**src/rtl/serial_word_loader_if.sv**
```systemverilog
// serial_word_loader_if
//   Bundles the serial input side and the store write side of the loader.
//   master : the feeder/consumer environment (drives sin, sin_vld, addr).
//   slave  : the loader itself (drives rdy, wr_en, wr_sel, wr_data, done, err).
//   Parameters WORD_W / ADDR_W must match the loader instance.
interface serial_word_loader_if #(
  parameter int WORD_W = 5,
  parameter int ADDR_W = 2
);
  logic                     sin;
  logic                     sin_vld;
  logic [ADDR_W-1:0]        addr;
  logic                     rdy;
  logic                     wr_en;
  logic [(1<<ADDR_W)-1:0]   wr_sel;
  logic [WORD_W-1:0]        wr_data;
  logic                     done;
  logic                     err;

  modport master (
    output sin, sin_vld, addr,
    input  rdy, wr_en, wr_sel, wr_data, done, err
  );

  modport slave (
    input  sin, sin_vld, addr,
    output rdy, wr_en, wr_sel, wr_data, done, err
  );
endinterface

```
**src/rtl/serial_word_loader.sv**
```systemverilog
// serial_word_loader
//   Collects a WORD_W-bit word bit-serially (LSB first) together with a word
//   address captured on the first bit, then drives a WR_PULSE-cycle write
//   strobe with a one-hot word select and a stable parallel data word, and
//   finally pulses done. All outputs are registered.
// Ports
//   clk    : rising-edge clock
//   rst_n  : asynchronous active-low reset (clears all outputs at once)
//   bus    : serial_word_loader_if.slave
//            sin/sin_vld/addr in, rdy/wr_en/wr_sel/wr_data/done/err out
// Configuration
//   PARITY_LD_EN : when defined, a trailing even-parity bit is collected
//                  after the data bits; a bad parity gives an err pulse and
//                  no write. When undefined, err is tied to 0.
module serial_word_loader #(
  parameter int WORD_W   = 5,
  parameter int ADDR_W   = 2,
  parameter int WR_PULSE = 2
) (
  input  logic                 clk,
  input  logic                 rst_n,
  serial_word_loader_if.slave  bus
);

  localparam int NSEL = 1 << ADDR_W;
  localparam int CW   = $clog2(WORD_W + 1);
  localparam int PW   = $clog2(WR_PULSE + 1);

  typedef enum logic [2:0] {
    IDLE, SHIFT, WRITE, DONE
`ifdef PARITY_LD_EN
    , PAR, ERR
`endif
  } state_t;

  state_t            state;
  logic [CW-1:0]     cnt;
  logic [PW-1:0]     pcnt;
  logic [WORD_W-1:0] shreg;
  logic [ADDR_W-1:0] addr_q;

  logic              rdy_q;
  logic              wr_en_q;
  logic [NSEL-1:0]   wr_sel_q;
  logic [WORD_W-1:0] wr_data_q;
  logic              done_q;

  logic              accept;
  logic              last;
  logic [WORD_W-1:0] word_nxt;
  logic [NSEL-1:0]   sel_nxt;

  assign accept = bus.sin_vld & rdy_q;
  assign last   = (cnt == CW'(WORD_W - 1));

  // Word as it will look once the bit on sin lands at position cnt; lets the
  // final bit go straight into wr_data without an extra cycle.
  always_comb begin
    word_nxt = shreg;
    for (int i = 0; i < WORD_W; i++)
      if (cnt == CW'(i)) word_nxt[i] = bus.sin;
  end

  // In IDLE the address is not latched yet, so a 1-bit word must use the
  // live addr input.
  assign sel_nxt = NSEL'(1) << ((state == IDLE) ? bus.addr : addr_q);

  always_ff @(posedge clk or negedge rst_n) begin
    if (!rst_n) begin
      state     <= IDLE;
      cnt       <= '0;
      pcnt      <= '0;
      shreg     <= '0;
      addr_q    <= '0;
      rdy_q     <= 1'b0;
      wr_en_q   <= 1'b0;
      wr_sel_q  <= '0;
      wr_data_q <= '0;
      done_q    <= 1'b0;
    end else begin
      done_q <= 1'b0;
      case (state)
        IDLE, SHIFT: begin
          rdy_q <= 1'b1;
          if (accept) begin
            shreg <= word_nxt;
            if (state == IDLE) addr_q <= bus.addr;
            if (last) begin
              cnt <= '0;
`ifdef PARITY_LD_EN
              state <= PAR;
`else
              state     <= WRITE;
              rdy_q     <= 1'b0;
              wr_en_q   <= 1'b1;
              wr_sel_q  <= sel_nxt;
              wr_data_q <= word_nxt;
              pcnt      <= '0;
`endif
            end else begin
              cnt   <= cnt + CW'(1);
              state <= SHIFT;
            end
          end
        end
`ifdef PARITY_LD_EN
        PAR: begin
          if (accept) begin
            rdy_q <= 1'b0;
            if ((^shreg) ^ bus.sin) begin
              state <= ERR;
            end else begin
              state     <= WRITE;
              wr_en_q   <= 1'b1;
              wr_sel_q  <= sel_nxt;
              wr_data_q <= shreg;
              pcnt      <= '0;
            end
          end
        end
        ERR: begin
          rdy_q <= 1'b1;
          state <= IDLE;
        end
`endif
        WRITE: begin
          if (pcnt == PW'(WR_PULSE - 1)) begin
            wr_en_q  <= 1'b0;
            wr_sel_q <= '0;
            done_q   <= 1'b1;
            state    <= DONE;
          end else begin
            pcnt <= pcnt + PW'(1);
          end
        end
        DONE: begin
          rdy_q <= 1'b1;
          state <= IDLE;
        end
        default: state <= IDLE;
      endcase
    end
  end

`ifdef PARITY_LD_EN
  logic err_q;
  // err is high exactly while in ERR, which lasts one cycle.
  always_ff @(posedge clk or negedge rst_n) begin
    if (!rst_n) err_q <= 1'b0;
    else        err_q <= (state == PAR) && accept && ((^shreg) ^ bus.sin);
  end
  assign bus.err = err_q;
`else
  assign bus.err = 1'b0;
`endif

  assign bus.rdy     = rdy_q;
  assign bus.wr_en   = wr_en_q;
  assign bus.wr_sel  = wr_sel_q;
  assign bus.wr_data = wr_data_q;
  assign bus.done    = done_q;

endmodule
```
**src/flat_wrapper.sv**
```systemverilog
// flat-port wrapper written by rule: the top's interface ports become plain ports
module serial_word_loader_flat 
#(
  parameter int WORD_W   = 5,
  parameter int ADDR_W   = 2,
  parameter int WR_PULSE = 2
)
  (clk, rst_n, bus_sin, bus_sin_vld, bus_addr, bus_rdy, bus_wr_en, bus_wr_sel, bus_wr_data, bus_done, bus_err);
  serial_word_loader_if #(.WORD_W(WORD_W), .ADDR_W(ADDR_W)) bus_i ();
  input  logic clk;
  input  logic rst_n;
  input wire logic [$bits(bus_i.sin)-1:0] bus_sin;
  input wire logic [$bits(bus_i.sin_vld)-1:0] bus_sin_vld;
  input wire logic [$bits(bus_i.addr)-1:0] bus_addr;
  output wire logic [$bits(bus_i.rdy)-1:0] bus_rdy;
  output wire logic [$bits(bus_i.wr_en)-1:0] bus_wr_en;
  output wire logic [$bits(bus_i.wr_sel)-1:0] bus_wr_sel;
  output wire logic [$bits(bus_i.wr_data)-1:0] bus_wr_data;
  output wire logic [$bits(bus_i.done)-1:0] bus_done;
  output wire logic [$bits(bus_i.err)-1:0] bus_err;
  assign bus_i.sin = bus_sin;
  assign bus_i.sin_vld = bus_sin_vld;
  assign bus_i.addr = bus_addr;
  assign bus_rdy = bus_i.rdy;
  assign bus_wr_en = bus_i.wr_en;
  assign bus_wr_sel = bus_i.wr_sel;
  assign bus_wr_data = bus_i.wr_data;
  assign bus_done = bus_i.done;
  assign bus_err = bus_i.err;
  serial_word_loader #(.WORD_W(WORD_W), .ADDR_W(ADDR_W), .WR_PULSE(WR_PULSE)) u_core (.clk(clk), .rst_n(rst_n), .bus(bus_i));
endmodule
```
**config.mk**
```make
export PLATFORM = sky130hd
export DESIGN_NAME = serial_word_loader_flat
export DESIGN_NICKNAME = d
export VERILOG_FILES = /design/src/rtl/serial_word_loader_if.sv /design/src/rtl/serial_word_loader.sv /design/src/flat_wrapper.sv
export SDC_FILE = /design/constraint.sdc
export NUM_CORES = 1
export LEC_CHECK = 0
export ABC_AREA = 0
export CORE_MARGIN = 3
export CORE_UTILIZATION = 47
export CTS_CLUSTER_DIAMETER = 150
export DETAILED_ROUTE_END_ITERATION = 6
export GPL_TIMING_DRIVEN = 1
export PLACE_DENSITY = 0.74
export REMOVE_ABC_BUFFERS = 1
export SLEW_MARGIN = 10
export SYNTH_ARGS = -nofsm -noshare
export SYNTH_HDL_FRONTEND = slang
export SYNTH_SLANG_ARGS = --single-unit
```
**constraint.sdc**
```tcl
create_clock -name clk -period 1.6 [get_ports clk]
set_input_delay 0.24 -clock clk [delete_from_list [all_inputs] [get_ports clk]]
set_output_delay 0.24 -clock clk [all_outputs]
set_load 0.02 [all_outputs]
```
### After elaboration in Yosys (flattened, before gate mapping)

Index checks and enable logic that the tools add are counted.

* add/sub/neg operators: 2
* equal/unequal tests: 12
* shift-type cells: 1
* multiplexer cells: 28
* bitwise operators: 1
* reductions and logical operators: 10

Operators by type and width (count)
* $eq A3 B2 Y1 const B: 4
* $mux W1: 12
* $mux W4: 3
* $mux W2: 5
* $mux W3: 3
* $pmux W4 S2: 1
* $reduce_and A4 Y1: 2
* $eq A3 B1 Y1 const B: 2
* $logic_not A3 Y1: 2
* $ne A2 B1 Y1 const B: 3
* $pmux W3 S2: 1
* $pmux W1 S2: 2
* $pmux W2 S2: 1
* $reduce_and A2 Y1: 2
* $reduce_bool A2 Y1: 2
* $shl A1 B2 Y4 const A: 1
* $add A3 B1 Y3 const B: 1
* $eq A3 B3 Y1 const B: 1
* $reduce_and A3 Y1: 1
* $add A2 B1 Y2 const B: 1
* $eq A2 B1 Y1 const B: 1
* $ne A2 B2 Y1 const B: 1
* $reduce_or A2 Y1: 1
* $and A1 B1 Y1: 1

* register bits after elaboration: 27
* input bits: 6
* output and inout bits: 13
* logic and storage cells: 64

### Longest topological paths before layout

* depth after elaboration: 6
* gate-level depth with buffers: 6
* depth with buffers taken out: 5

### Least setup slack after synthesis

Ideal clock, no wire load.

* path kind: register -> register
* start point: register u_core.cnt[0]
* end point: register u_core.wr_data_q[0], in the netlist u_core.bus.wr_data[0]
* setup time: 125 ps
* data arrival time: 1367 ps
* data required time: 1475 ps
* slack: 108 ps
* stages on the path, launching flop included: 7
* buffers on the path: 1
* clock period less this slack: 1492 ps
* cell sequence: dfrtp_1 inv_1 ha_1 nand2_1 nor2_2 buf_6 mux2_2

* longest elaborated chain between the ends: 2
* elaborated cells on any way between the ends: 4
* those cells by class: eq/ne: 1; mux: 1; reduce/logical: 2

RTL lines
* start: declaration: line serial_word_loader.sv:37 `logic [CW-1:0] cnt;`
* start signal: assignment: line serial_word_loader.sv:101 `cnt <= cnt + CW'(1);`
* $eq A3 B3 Y1 or $logic_not A3 Y1 (tied branches): line serial_word_loader.sv:54, serial_word_loader.sv:61
* $reduce_and A3 Y1 (no source line) or $mux W1 (tied branches)
* end signal: assignment: line serial_word_loader.sv:97 `wr_data_q <= word_nxt;`
* end: declaration: line serial_word_loader.sv:45 `logic [WORD_W-1:0] wr_data_q;`

Several ways; a longest one is shown, not always the timed one.
A chain may end at the register's enable or synchronous reset.

### Final worst setup path

* start point: register u_core.wr_data_q[1], in the netlist u_core.bus.wr_data[1]
* end point: output bus_wr_data[1]

RTL lines
* end: declaration: line flat_wrapper.sv:18 `output wire logic [$bits(bus_i.wr_data)-1:0] bus_wr_data;`

No word-level cell between the ends.

==> impl_metrics.csv <==
group,metric,value,unit
cells_and_area,syn_to_final_growth,24.0,%
placement,gp_congestion,0.741,
sta,setup_tns,0,ns
global_route,overflow,0,
routing,vias,828,
floorplanning,dieArea,3260,um^2
hold_path,hp-class,"input pin to async pin",
floorplanning,rows,17,
global_route,grt_pass1_wl,3.69,mm
cts,clk_latency,0.31,ns
routing,vias_per_cell,5.24,
power,peakVddDrop,0.905,mV
power,leakagePower,0.689,nW
status,status,"completed",
cells_and_area,stdcell_count,158,
placement,io_buffers,17,
global_route,antenna_found_initial,0,
synthesis,synth_area_per_cell,11.9,um^2
cells_and_area,n_antenna_cell,0,
worst_setup_path,timing.rr.start,"u_core.cnt[1]$_DFFE_PN0P_",
sta,clock_skew,0.00515,ns
synthesis,synthTopCellsByCount,"dfrtp_1, mux2_2, nand2_1",
global_route,grt_max_degree,26,
run,maxCapViolCount,0,
worst_setup_path,slowest_stage,"clkdlybuf4s50_1",
worst_setup_path,start_kind,"register",
placement,placed_area,1460,um^2
cells_and_area,final_nets,143,
cts,cts_htree_levels,1,
floorplanning,die_y,57.1,um
cells_and_area,final_area,1520,um^2
synthesis,synth_edf_count,0,
synthesis,synthFlopType,"dfrtp_1",
worst_setup_path,crit_path_end_kind,"primary output",
worst_setup_path,worst-path-buf-inv,1,
sta,slew_violations,0,
routing,remaining_drc_errors,0,
routing,antenna_left,0,
synthesis,ys_ff_latch,25,
worst_setup_path,slowest_delay,0.61,ns
placement,placedCellCount,153,
synthesis,synth_most_common_cell,"dfrtp_1",
floorplanning,io_pins,19,
synthesis,async_flop_share,100,%
power,powerDensity,1740,nW/um^2
floorplanning,die_x,57.1,um
worst_setup_path,required,1.36,ns
cts,cts_root_buf,"clkbuf_4",
cells_and_area,multiInputGateArea,542,um^2
synthesis,seq_area_frac_synth,51.0,%
floorplanning,core_area,2340,um^2
synthesis,synth_area_leaders,"dfrtp_1, mux2_2, ha_1",
sta,finalCriticalPeriod,1.53,ns
worst_setup_path,arrival,1.29,ns
worst_setup_path,cp_top_family,"buffers and inverters",
cells_and_area,filler_cell_count,185,
synthesis,syn-cell-area,1230,um^2
worst_setup_path,rr_worst_depth,6,
routing,dr.pass1.iters,4,
global_route,grt_usage,14.6,%
cts,cts.sink_count,25,
worst_setup_path,r2r_setup_slack,0.08,ns
sta,setup_viol,0,
routing,drtIter0Drc,10,
power,power,0.00265,W
cts,path_clk_slew,0.13,ns
sta,finalCritPeriodShare,95.7,%
cells_and_area,drive_gt1_share,27.7,%
worst_setup_path,crit_path_max_fanout,2,
synthesis,synth-warning-count,0,
floorplanning,start_util,52.4,%
sta,max_freq,653,MHz
routing,wirelength,2.16,mm
cells_and_area,regArea,626,um^2
synthesis,ys_types,27,
worst_setup_path,rr_endpoint,"u_core.state[0]$_DFFE_PN0P_",
placement,dp_hpwl,1.65,mm
synthesis,synth_top_area_share,51.0,%
synthesis,postSynthCellCount,103,
worst_setup_path,crit_chain,"clkdlybuf4s50_1",
cts,clockBufferDepth,2,
worst_setup_path,path_class,"register to primary output",
cts,cts_tree,"built",
sta,hold_viol_final,0,
synthesis,synth_area_leader_cell,"dfrtp_1",
cts,cts_made_buffers,3,
routing,wl_per_cell,13.6,um
sta,rsz0062_at_grt,"no",
global_route,grt_pass1_vias,809,
[cell type report]
type | instances | area share [%]
multi-input combinational | 66 | 35.6
tap | 28 | 2.30
inverter | 8 | 1.98
timing repair buffer | 27 | 17.2
sequential | 25 | 41.2
clock buffer | 4 | 1.73
[flip-flops by register name, summed over array words and instances (netlist names)]
name	flops
u_core.bus.wr_en	1
u_core.bus.wr_sel	4
u_core.state	2
u_core.addr_q	2
u_core.cnt	3
u_core.bus.done	1
u_core.bus.wr_data	5
u_core.pcnt	2
u_core.shreg	4
u_core.bus.rdy	1
[power by group]
part / internal (W) / leakage (nW) / switching (W)
sequential: 0.000907 / 0.303 / 0.000188
combinational: 0.000681 / 0.371 / 0.000593
clock: 0.0000974 / 0.0150 / 0.000179
total: 0.00169 / 0.689 / 0.000960
[layer usage]
| layer | up-vias | GRT usage (%) | share of wire [%] |
|---|---|---|---|
| li1 | 409 | - | - |
| met1 | 402 | 21.3 | 50 |
| met2 | 13 | 21.0 | 44 |
| met3 | 4 | 3.17 | 3.5 |
| met4 | 0 | 5.96 | 1.6 |
| met5 | - | 0 | 0 |
[how the worst max path moves through the flow]
stage / start / endpoint / cells after the start
final: u_core.bus.wr_data[1]$_DFFE_PN0P_ / bus_wr_data[1] / 1
after global routing: u_core.cnt[1]$_DFFE_PN0P_ / u_core.state[0]$_DFFE_PN0P_ / 6
after CTS: u_core.bus.wr_data[3]$_DFFE_PN0P_ / bus_wr_data[3] / 1
after detailed placement: bus_sin_vld / u_core.bus.wr_sel[1]$_DFFE_PN0P_ / 5
after global placement: bus_sin_vld / u_core.addr_q[1]$_DFFE_PN0P_ / 5
after floorplan: u_core.state[1]$_DFFE_PN0P_ / u_core.bus.wr_data[4]$_DFFE_PN0P_ / 3
[cell families after synthesis]
group           synth area share [%]
compound gates                  7.14
fa+ha+maj                       6.12
buf+inv                         5.51
flops                           51.0
mux                             16.0
other cells                    0.306
simple gates                    13.9
[layout by cell type (no fill, tap or decap), types with 2 or more instances in the layout]
cell              n
dfrtp_1          25
clkdlybuf4s50_1  14
mux2_2           13
nand2_1          12
buf_4             9
inv_1             8
mux2i_1           5
ha_1              5
nor2_1            4
a31oi_1           4
clkbuf_4          3
nand3b_1          2
nor4b_1           2
and4bb_2          2
o21ai_0           2
dlymetal6s2s_1    2
[timing repair]
item                       in CTS  in global routing
setup buffers                   0                  1
gates resized for setup         2                  4
hold buffers                    0                  0
pin swaps                       0                  1
gates cloned                    0                  0
setup endpoints to repair       2                  6
[through the flow]
step                      worst slack (ns)  hold WS (ns)  util [%]
after CTS                           0.0388         0.271      63.7
after detailed placement           -0.0544         0.474      62.5
after floorplan                     -0.170       -0.0556         -
after global placement             -0.0309         0.457      62.5
after global routing               0.00786         0.266      65.0
final                               0.0681         0.261      65.0
(Power assumes the default switching activity.)
